--- src/rtl/dram_cmd_scheduler.sv ---
// Single-request DRAM command scheduler with an open-page policy.
// Valid/ready: a request transfers on any clk_in edge where req_valid_in and
// req_ready_out are both high; req_ready_out is high only while the FSM is
// idle, so exactly one request is in flight and req_valid_in is otherwise
// ignored. Commands are one-cycle pulses of cmd_valid_out.
module dram_cmd_scheduler #(
  parameter int CAS_LATENCY        = 22,
  parameter int ACTIVATION_LATENCY = 8,
  parameter int PRECHARGE_LATENCY  = 5,
  parameter int BURST_LEN          = 8,
  parameter int BANK_GROUPS        = 4,
  parameter int BANKS_PER_GROUP    = 2,
  parameter int ROW_BITS           = 8,
  parameter int COL_BITS           = 4,
  parameter int PADDR_BITS         = 19,
  localparam int BG_W              = $clog2(BANK_GROUPS),
  localparam int BA_W              = $clog2(BANKS_PER_GROUP)
) (
  input  logic                  clk_in,
  input  logic                  rst_in,
  input  logic                  req_valid_in,
  output logic                  req_ready_out,
  input  logic                  req_write_in,
  input  logic [PADDR_BITS-1:0] req_addr_in,
  input  logic [511:0]          req_data_in,
  output logic                  cmd_valid_out,
  output logic [2:0]            cmd_out,
  output logic [BG_W-1:0]       bg_out,
  output logic [BA_W-1:0]       ba_out,
  output logic [ROW_BITS-1:0]   row_out,
  output logic [COL_BITS-1:0]   col_out,
  output logic [511:0]          wdata_out,
  output logic                  busy_out,
  output logic [15:0]           row_hit_count_out,
  output logic [2:0]            state_dbg_out
);

  localparam int NB        = BANK_GROUPS * BANKS_PER_GROUP;
  localparam int BANK_W    = BG_W + BA_W;
  localparam int ADDR_USED = COL_BITS + BA_W + BG_W + ROW_BITS;
  localparam int DATA_LAT  = CAS_LATENCY + BURST_LEN;
  // A wait state spans (latency - 1) cycles; the counter counts down to zero.
  localparam int PRE_LOAD  = (PRECHARGE_LATENCY > 1) ? PRECHARGE_LATENCY - 2 : 0;
  localparam int ACT_LOAD  = (ACTIVATION_LATENCY > 1) ? ACTIVATION_LATENCY - 2 : 0;
  localparam int DATA_LOAD = (DATA_LAT > 1) ? DATA_LAT - 2 : 0;
  localparam int CNT_MAX   = (DATA_LAT > ACTIVATION_LATENCY) ?
                             ((DATA_LAT > PRECHARGE_LATENCY) ? DATA_LAT : PRECHARGE_LATENCY) :
                             ((ACTIVATION_LATENCY > PRECHARGE_LATENCY) ? ACTIVATION_LATENCY : PRECHARGE_LATENCY);
  localparam int CNT_W     = $clog2(CNT_MAX + 1);

  localparam logic [2:0] CMD_READ  = 3'd0;
  localparam logic [2:0] CMD_WRITE = 3'd1;
  localparam logic [2:0] CMD_ACT   = 3'd2;
  localparam logic [2:0] CMD_PRE   = 3'd3;
  localparam logic [2:0] CMD_NONE  = 3'b111;

  typedef enum logic [2:0] {
    S_IDLE, S_PRE, S_WAIT_PRE, S_ACT, S_WAIT_ACT, S_ACCESS, S_WAIT_DATA
  } state_t;

  state_t               state_q, state_d;
  logic [CNT_W-1:0]     cnt_q;
  logic                 write_q;
  logic                 open_q [NB];
  logic [ROW_BITS-1:0]  open_row_q [NB];

  // Incoming address split: col, then bank, then bank group, then row.
  logic [COL_BITS-1:0]  in_col;
  logic [BA_W-1:0]      in_ba;
  logic [BG_W-1:0]      in_bg;
  logic [ROW_BITS-1:0]  in_row;
  logic [BANK_W-1:0]    in_bank;
  logic [BANK_W-1:0]    cur_bank;
  logic                 accept;
  logic                 in_open;
  logic                 in_hit;

  assign in_col   = req_addr_in[0 +: COL_BITS];
  assign in_ba    = req_addr_in[COL_BITS +: BA_W];
  assign in_bg    = req_addr_in[COL_BITS + BA_W +: BG_W];
  assign in_row   = req_addr_in[COL_BITS + BA_W + BG_W +: ROW_BITS];
  assign in_bank  = {in_bg, in_ba};
  assign cur_bank = {bg_out, ba_out};
  assign accept   = req_valid_in && req_ready_out;
  assign in_open  = open_q[in_bank];
  assign in_hit   = in_open && (open_row_q[in_bank] == in_row);

  // Address bits above the row field carry no meaning for this DIMM.
  logic unused_addr_bits;
  generate
    if (PADDR_BITS > ADDR_USED) begin : g_unused_addr
      assign unused_addr_bits = ^req_addr_in[PADDR_BITS-1:ADDR_USED];
    end else begin : g_no_unused_addr
      assign unused_addr_bits = 1'b0;
    end
  endgenerate

  // State register.
  always_ff @(posedge clk_in or posedge rst_in) begin
    if (rst_in) state_q <= S_IDLE;
    else        state_q <= state_d;
  end

  // Next-state: hit goes straight to the access, closed bank activates first,
  // a row conflict precharges first.
  always_comb begin
    state_d = state_q;
    case (state_q)
      S_IDLE: begin
        if (accept) begin
          if (in_hit)       state_d = S_ACCESS;
          else if (in_open) state_d = S_PRE;
          else              state_d = S_ACT;
        end
      end
      S_PRE:       state_d = (PRECHARGE_LATENCY > 1) ? S_WAIT_PRE : S_ACT;
      S_WAIT_PRE:  if (cnt_q == '0) state_d = S_ACT;
      S_ACT:       state_d = (ACTIVATION_LATENCY > 1) ? S_WAIT_ACT : S_ACCESS;
      S_WAIT_ACT:  if (cnt_q == '0) state_d = S_ACCESS;
      S_ACCESS:    state_d = (DATA_LAT > 1) ? S_WAIT_DATA : S_IDLE;
      S_WAIT_DATA: if (cnt_q == '0) state_d = S_IDLE;
      default:     state_d = S_IDLE;
    endcase
  end

  // Command outputs: decoded from the state, fields come from the request registers.
  always_comb begin
    cmd_valid_out = 1'b0;
    cmd_out       = CMD_NONE;
    case (state_q)
      S_PRE:    begin cmd_valid_out = 1'b1; cmd_out = CMD_PRE; end
      S_ACT:    begin cmd_valid_out = 1'b1; cmd_out = CMD_ACT; end
      S_ACCESS: begin cmd_valid_out = 1'b1; cmd_out = write_q ? CMD_WRITE : CMD_READ; end
      default:  ;
    endcase
  end

  assign req_ready_out = (state_q == S_IDLE);
  assign busy_out      = (state_q != S_IDLE);
  assign state_dbg_out = state_q;

  // Wait counter: loaded while the command pulse is out, counts down in the wait state.
  always_ff @(posedge clk_in or posedge rst_in) begin
    if (rst_in) begin
      cnt_q <= '0;
    end else begin
      case (state_q)
        S_PRE:    cnt_q <= CNT_W'(PRE_LOAD);
        S_ACT:    cnt_q <= CNT_W'(ACT_LOAD);
        S_ACCESS: cnt_q <= CNT_W'(DATA_LOAD);
        S_WAIT_PRE, S_WAIT_ACT, S_WAIT_DATA: if (cnt_q != '0) cnt_q <= cnt_q - 1'b1;
        default:  cnt_q <= '0;
      endcase
    end
  end

  // Request capture and row-hit statistics; write data only changes on writes.
  always_ff @(posedge clk_in or posedge rst_in) begin
    if (rst_in) begin
      bg_out            <= '0;
      ba_out            <= '0;
      row_out           <= '0;
      col_out           <= '0;
      write_q           <= 1'b0;
      wdata_out         <= '0;
      row_hit_count_out <= '0;
    end else if (accept) begin
      bg_out  <= in_bg;
      ba_out  <= in_ba;
      row_out <= in_row;
      col_out <= in_col;
      write_q <= req_write_in;
      if (req_write_in) wdata_out <= req_data_in;
      if (in_hit && row_hit_count_out != 16'hFFFF)
        row_hit_count_out <= row_hit_count_out + 16'd1;
    end
  end

  // Open-row table: precharge closes the bank, activate opens it on the request row.
  always_ff @(posedge clk_in or posedge rst_in) begin
    if (rst_in) begin
      for (int i = 0; i < NB; i++) begin
        open_q[i]     <= 1'b0;
        open_row_q[i] <= '0;
      end
    end else if (state_q == S_PRE) begin
      open_q[cur_bank] <= 1'b0;
    end else if (state_q == S_ACT) begin
      open_q[cur_bank]     <= 1'b1;
      open_row_q[cur_bank] <= row_out;
    end
  end

endmodule
--- config.mk ---
export PLATFORM = sky130hd
export DESIGN_NAME = dram_cmd_scheduler
export DESIGN_NICKNAME = d
export VERILOG_FILES = /design/src/rtl/dram_cmd_scheduler.sv
export SDC_FILE = /design/constraint.sdc
export NUM_CORES = 1
export LEC_CHECK = 0
export CORE_AREA = 4 4 423 425
export DETAILED_ROUTE_END_ITERATION = 6
export DIE_AREA = 0 0 427 429
export PLACE_DENSITY = 0.44
export SLEW_MARGIN = 15
export SYNTH_ARGS = -nofsm -noshare
export SYNTH_HDL_FRONTEND = slang
export SYNTH_SLANG_ARGS = --single-unit
export TNS_END_PERCENT = 5
--- constraint.sdc ---
create_clock -name clk_in -period 46.1 [get_ports clk_in]
set_input_delay 11.525 -clock clk_in [delete_from_list [all_inputs] [get_ports clk_in]]
set_output_delay 11.525 -clock clk_in [all_outputs]
set_load 0.1 [all_outputs]
# Yosys cells after proc, flatten, opt, wreduce, memory -nomap -nowiden
# Cells that the tools add are included.
# op_classes
n_addsub	2
magnitude_cmp	3
eq_ne	13
n_mux	25
bitwise	6
n_reduce_logical	15
# ops
cell	count
64-bit bitwise mux	1
8-bit two-way mux	5
8-bit binary-select mux with 3-bit select	1
8-bit demux with 3-bit select	1
3-bit one-hot mux with 7 select lines	1
5-bit one-hot mux with 4 select lines	1
16-bit by 1-bit adder with 16-bit output (second input constant)	1
16-bit != test (second input constant)	1
3-bit two-way mux	5
3-bit equality test (second input constant)	3
3-bit one-hot mux with 3 select lines	1
8-bit AND	1
8-bit equality test	1
4-bit greater-or-equal comparator (second input constant)	2
2-bit != test (second input constant)	4
3-bit NOT with 4-bit output	2
8-bit NOT	1
8-bit OR	1
3-bit by 2-bit equality test with 1-bit output (second input constant)	2
2-bit AND reduction	3
3-bit OR reduction	2
5-bit zero test	1
1-bit two-way mux	5
5-bit two-way mux	1
other kinds (14)	17
# totals
register_bits	624

# Depth between registers and ports, before layout
# Gate-level depths: netlist of run 1.
# depth
word_depth	9
ltp_mapped	10

# Worst setup path after synthesis of run 1
# OpenSTA, ideal clock, no wires.
# synth_timing
kind	reg2out
from	reg state_q[1], in the netlist state_dbg_out[1]
to	out cmd_out[0]
arrival_ps	3717
required_time_ps	34575
path_slack_ps	30858
stages_incl_launch_ff	5
n_path_buf	2
path_cell_list	dfrtp_1 clkbuf_1 clkbuf_1 nor3_1 o21ai_0
# synth_via
elab_chain_len	2
# synth_rtl
element	line	rtl
start: declaration	61	state_t state_q, state_d;
start signal: assignment	101	else state_q <= state_d;
3-bit equality test, or another cell as far along	130	case (state_q)
3-bit one-hot mux with 3 select lines *	130	
end: declaration	27	output logic [2:0] cmd_out,
# Mark *: on every way between the ends. The rest lies on a longest branch, timed or not.

# Worst setup path in the final report of run 1
# layout_timing
from	in req_valid_in
to	reg wdata_out[418]
# layout_via
elab_chain_len	2
# layout_rtl
element	line	rtl
start: declaration	21	input logic req_valid_in,
1-bit logical AND	84	assign accept = req_valid_in && req_ready_out;
2-bit AND reduction (no source line)	n/a	
end signal: assignment	173	if (req_write_in) wdata_out <= req_data_in;
end: declaration	32	output logic [511:0] wdata_out,
# No other way between the ends.
# A chain may end at the register's enable or synchronous reset.

==> impl_metrics.csv, run 1 <==
group,metric,value,unit
run_status,status,"complete, no violations",
yosys,yosysWarnings,0,
clock_tree,post_cts_buffers,0,
yosys,netlist_area,24000,µm²
detailed_routing,antenna_left,0,
setup_path,required,46.65,ns
yosys,seq_area_frac_synth,65.1,%
clock_tree,htreeDepth,3,
yosys,synth_area_leader_cell,"dfrtp_1",
detailed_routing,vias,17000,
timing,layout_worst_path_cycle_share,33.8,%
timing,relSlewSlack,18.8,%
global_route,track_usage,13.1,%
setup_path,crit_path_start_kind,"primary input",
finish,area_growth,68.0,%
finish,fin_cells,5016,
global_route,antenna_found_initial,71,
yosys,synth_edf_count,0,
global_route,grt-ovfl-total,0,
timing,finalSetupViolations,0,
yosys,synth_top_area_share,65.1,%
clock_tree,insertion_delay,0.68,ns
timing,slew_viol_final,0,
finish,final_common_cell,"clkdlybuf4s50_1",
timing,fin_crit,15.60,ns
yosys,synth_area_leaders,"dfrtp_1 65%, mux2_2 28%, mux4_2 1.4%",
yosys,synth_cells,1467,
setup_path,worst_ep_arrival_time,16.15,ns
global_route,grt_pass1_wl,164000,µm
die,start_util,13.7,%
die,core,175000,µm²
yosys,synth_cell_type_count,41,
clock_tree,cts_root_buffer,"clkbuf_16",
yosys,synthFlopType,"dfrtp_1",
clock_tree,cts_sinks,624,
timing,fmax,64.1,MHz
die,fp-row-count,154,
clock_tree,cts.path.max_buffers,3,
setup_path,endpoint_kind,"register",
placement,dpl.hpwl,98000,µm
placement,io_buffers,1082,
global_route,grt_max_degree,180,
die,ioPinCount,1087,
die,die-area,183000,µm²
global_route,top_usage_layer,"met2",
timing,finClkSkew,0.0298,ns
die,dieHeight,429,µm
global_route,use_met2,21.4,%
timing,worst_hold_slack,0.490,ns
setup_path,worstSetupPathType,"in -> reg",
detailed_routing,wl_per_cell,24.7,µm
detailed_routing,route.detailed.drc,0,
placement,dp.cells,4839,
timing,rsz0062_at_grt,"false",
detailed_routing,drt_first_pass_iters,5,
detailed_routing,routed_wirelength,124000,µm
global_route,use_met1,14.3,%
clock_tree,clk_pin_slew_worst_paths,0.05,ns
timing,max_slew.worst_pin.slew,1.21,ns
global_route,grtUsageMet3,7.09,%
global_route,grt_pass1_vias,18200,
timing,hold_viol,0,
clock_tree,hold_buffers,0,
placement,gp_congestion,0.801,
die,die_width,427,µm
yosys,syn_nets,2004,
clock_tree,cts_buffers,84,
clock_tree,cts_resized,0,
yosys,synthArstFlopShare,100,%
clock_tree,tritoncts,"built",
detailed_routing,vias_per_cell,3.40,
finish,layout_common_cells,"997 x clkdlybuf4s50_1, 624 x dfrtp_1, 594 x mux2_2",
yosys,synth.avg_cell_area,16.4,µm²
timing,final.setup.tns,0,ns
job,maxCapViolCount,0,
yosys,synth_seq_cells,624,
setup_path,worstPathMaxFanout,179,
finish,drive_gt1_share,32.5,%
min_path,hold_class,"reg -> reg",
detailed_routing,drt_iter0_drc,684,
finish,nNetsFinal,3122,
-- metrics by stage --
stage / instance area (µm²) / utilization (%) / worst slack, ns
finish: 40300 / 23.0 / 30.50
global placement: 37500 / 21.4 / 29.71
detailed placement: 37500 / 21.4 / 29.74
CTS: 40300 / 23.0 / 30.53
global route: 40300 / 23.0 / 30.27
floorplan: 24000 / - / 17.10
-- worst max-delay path, cell delays in order --
cell and delay [ns]:
clkdlybuf4s50_1 0.47, nand2b_1 0.14, nor2_2 0.06, buf_4 0.21
nand2_4 0.80, buf_4 0.82, buf_4 0.55, buf_12 0.75
mux2_2 0.42
-- registers in the layout, indices dropped and copies added, names as in the netlist, named ones only --
| signal | count |
|---|---|
| bg_out | 2 |
| col_out | 4 |
| open_row_q | 64 |
| write_q | 1 |
| wdata_out | 512 |
| row_out | 8 |
| cnt_q | 5 |
| ba_out | 1 |
| state_dbg_out | 3 |
| row_hit_count_out | 16 |
-- routing by layer --
metal	part of all wire, %	vias to the layer above
met1	37	8749
met2	48	602
li1	-	7489
met3	12	203
met4	3.8	0
met5	0	-
-- Yosys cell counts (2+ instances only) --
cell type / instances
dfrtp_1: 624
mux2_2: 594
clkbuf_1: 64
nand2_1: 18
xnor2_1: 17
nor2_1: 16
o21ai_0: 16
mux4_2: 15
mux2i_1: 13
and3_1: 9
inv_1: 9
xor2_1: 8
nand3_2: 6
a21oi_1: 5
buf_2: 5
nand4_1: 5
nand3_1: 4
nor2b_1: 4
nand3b_1: 3
nor3_1: 3
or3_1: 3
a211oi_1: 2
and4_1: 2
buf_6: 2
ha_1: 2
nand2b_1: 2
nor3b_1: 2
-- worst paths after layout --
| path | startpoint | to | slack [ns] | cells past startpoint |
|---|---|---|---|---|
| max | req_valid_in | wdata_out[418]$_DFFE_PP0P_ | 30.50 | 9 |
| min | row_hit_count_out[7]$_DFFE_PP0P_ | row_hit_count_out[7]$_DFFE_PP0P_ | 0.49 | 1 |
| max reg2reg | state_dbg_out[1]$_DFFE_PP0P_ | wdata_out[418]$_DFFE_PP0P_ | 40.92 | 8 |
| min reg2reg | row_hit_count_out[7]$_DFFE_PP0P_ | row_hit_count_out[7]$_DFFE_PP0P_ | 0.49 | 1 |
| max in group asynchronous | rst_in | open_row_q[18]$_DFFE_PP0P_ | 31.39 | 6 |
| min in group asynchronous | rst_in | wdata_out[71]$_DFFE_PP0P_ | 11.28 | 2 |
-- cell type report --
| class | instances | area (µm²) |
|---|---|---|
| multi-input combinational | 762 | 8070 |
| antenna | 27 | 67.6 |
| sequential | 624 | 15600 |
| inverter | 9 | 41.3 |
| clock inverter | 32 | 432 |
| timing repair buffer | 1104 | 10800 |
| fill | 18800 | 135000 |
| tap | 2340 | 2930 |
| clock buffer | 118 | 2370 |
-- logic make-up (layout without fill, tap and decap cells) --
| group | Yosys count | count (layout) | share of synthesized area (%) |
|---|---|---|---|
| compound gates | 31 | 31 | 0.777 |
| xor+xnor | 25 | 25 | 0.912 |
| fa+ha+maj | 2 | 2 | 0.104 |
| buf+inv | 81 | 1263 | 1.37 |
| flops | 624 | 624 | 65.1 |
| mux | 622 | 622 | 29.8 |
| other cells | 0 | 27 | 0 |
| simple gates | 82 | 82 | 1.96 |
Power of run 1 is left out: the tool's default activity adds up to more than one toggle a clock period on the data nets, which glitch-free logic cannot reach.
==> run 2: changes to the inputs <==
CORE_AREA = 4 4 421 423   (was 4 4 423 425)
DIE_AREA = 0 0 425 427   (was 0 0 427 429)
PLACE_DENSITY = 0.45   (was 0.44)
clock period = 12.94 ns   (was 46.1 ns; I/O delays follow)
==> impl_metrics.csv, run 2 (synthesis results as in run 1) <==
group,metric,value,unit
setup_path,worstPathMaxFanout,21,
timing,layout_worst_path_cycle_share,48.2,%
clock_tree,tritoncts,"built",
job,maxCapViolCount,0,
global_route,use_met1,15.5,%
timing,max_slew.worst_pin.slew,1.27,ns
placement,dpl.hpwl,102000,µm
global_route,top_usage_layer,"met2",
global_route,use_met2,21.9,%
die,fp-row-count,153,
clock_tree,cts_root_buffer,"clkbuf_16",
finish,top_regs,"wdata_out: 512 flops, open_row_q: 64 flops, row_hit_count_out: 16 flops",
die,dieHeight,427,µm
setup_path,reg2reg_depth,7,
finish,nNetsFinal,3117,
die,core,173000,µm²
min_path,hold_class,"reg -> reg",
detailed_routing,route.detailed.drc,0,
finish,postLayoutCellArea,40400,µm²
detailed_routing,vias,17200,
timing,relSlewSlack,15.3,%
clock_tree,cts_buffers,86,
global_route,grt_pass1_vias,18300,
finish,fin_cells,4998,
clock_tree,htreeDepth,3,
timing,rsz0062_at_grt,"false",
global_route,grt_max_degree,170,
detailed_routing,vias_per_cell,3.44,
setup_path,worst_ep_arrival_time,3.00,ns
timing,finalSetupViolations,0,
die,die_width,425,µm
detailed_routing,routed_wirelength,129000,µm
clock_tree,insertion_delay,0.71,ns
run_status,status,"complete, no violations",
placement,gp_congestion,0.794,
global_route,grt-ovfl-total,0,
min_path,min_to,"row_hit_count_out[14]$_DFFE_PP0P_",
setup_path,reg2reg_from,"state_dbg_out[1]$_DFFE_PP0P_",
clock_tree,hold_buffers,0,
timing,slew_viol_final,0,
setup_path,worstSetupPathType,"reg -> out",
setup_path,endpoint_kind,"output port",
timing,hold_viol,0,
timing,fmax,160,MHz
finish,layout_common_cells,"999 x clkdlybuf4s50_1, 624 x dfrtp_1, 594 x mux2_2",
clock_tree,cts.path.max_buffers,3,
timing,fin_crit,6.24,ns
die,die-area,181000,µm²
setup_path,worst_r2r_endpoint,"wdata_out[481]$_DFFE_PP0P_",
finish,regMostFlops,"wdata_out",
die,ioPinCount,1087,
setup_path,crit_path_start_kind,"register",
timing,final.setup.tns,0,ns
die,start_util,13.8,%
clock_tree,cts_resized,0,
placement,io_buffers,1082,
detailed_routing,drt_iter0_drc,675,
detailed_routing,drt_first_pass_iters,6,
finish,final_common_cell,"clkdlybuf4s50_1",
clock_tree,cts_sinks,624,
min_path,min_from,"row_hit_count_out[14]$_DFFE_PP0P_",
clock_tree,post_cts_buffers,0,
detailed_routing,antenna_left,0,
finish,area_growth,68.3,%
clock_tree,clk_pin_slew_worst_paths,0.06,ns
global_route,track_usage,13.6,%
placement,postPlaceCellArea,37500,µm²
finish,largest_register_ffs,512,
global_route,grt_pass1_wl,168000,µm
global_route,antenna_found_initial,57,
setup_path,required,9.70,ns
detailed_routing,wl_per_cell,25.7,µm
global_route,grtUsageMet3,7.35,%
finish,drive_gt1_share,32.4,%
timing,finClkSkew,0.0264,ns
placement,dp.cells,4817,
min_path,hold_depth,1,
finish,finish.utilization,23.3,%
setup_path,reg2reg_slack,8.89,ns
run 2: changes by cell type in the layout (fill, tap and decap cells not counted), sizes merged, moves of 3 or more:
cell / previous run / this run
buf: 107 / 98
bufinv: 7 / 2
clkinvlp: 0 / 3
clkinv: 21 / 18
clkbuf: 118 / 129
run 2: through the flow:
step                hold WS (ns)  worst slack, ns
global placement           0.484             6.00
finish                     0.495             6.70
detailed placement         0.489             6.03
floorplan                  0.466             1.19
CTS                        0.498             6.57
global route               0.514             6.54
run 2: final cells by class:
class	instances	area, µm²
flip-flops and latches	624	15600
multi-input cells	762	8070
inverters	9	37.5
diodes	25	62.6
clock buffers	129	2560
repair buffers	1097	10800
fillers	18500	133000
clock inverters	27	322
well taps	2325	2910
run 2: worst max-delay path by stage:
stage | start | end | slack, ns | depth (start not counted)
final | state_dbg_out[1]$_DFFE_PP0P_ | req_ready_out | 6.70 | 3
after global routing | state_dbg_out[1]$_DFFE_PP0P_ | cmd_out[0] | 6.54 | 3
after CTS | state_dbg_out[1]$_DFFE_PP0P_ | req_ready_out | 6.57 | 3
after detailed placement | req_valid_in | wdata_out[364]$_DFFE_PP0P_ | 6.03 | 8
after global placement | req_addr_in[5] | row_hit_count_out[1]$_DFFE_PP0P_ | 6.00 | 8
after floorplan | rst_in | async pin | 1.19 | 1
run 2: critical path, cell delays in order, from the launching register on:
cell and delay, ns:
dfrtp_1 0.61, or3_1 0.48, inv_1 0.07, clkdlybuf4s50_1 1.15
run 2: layer usage:
layer | wire length, µm | share of wire [%]
met1 | 48800 | 38
met2 | 61300 | 48
met3 | 15200 | 12
met4 | 3270 | 2.5
met5 | 0 | 0
Power of run 2 is left out for the same reason.
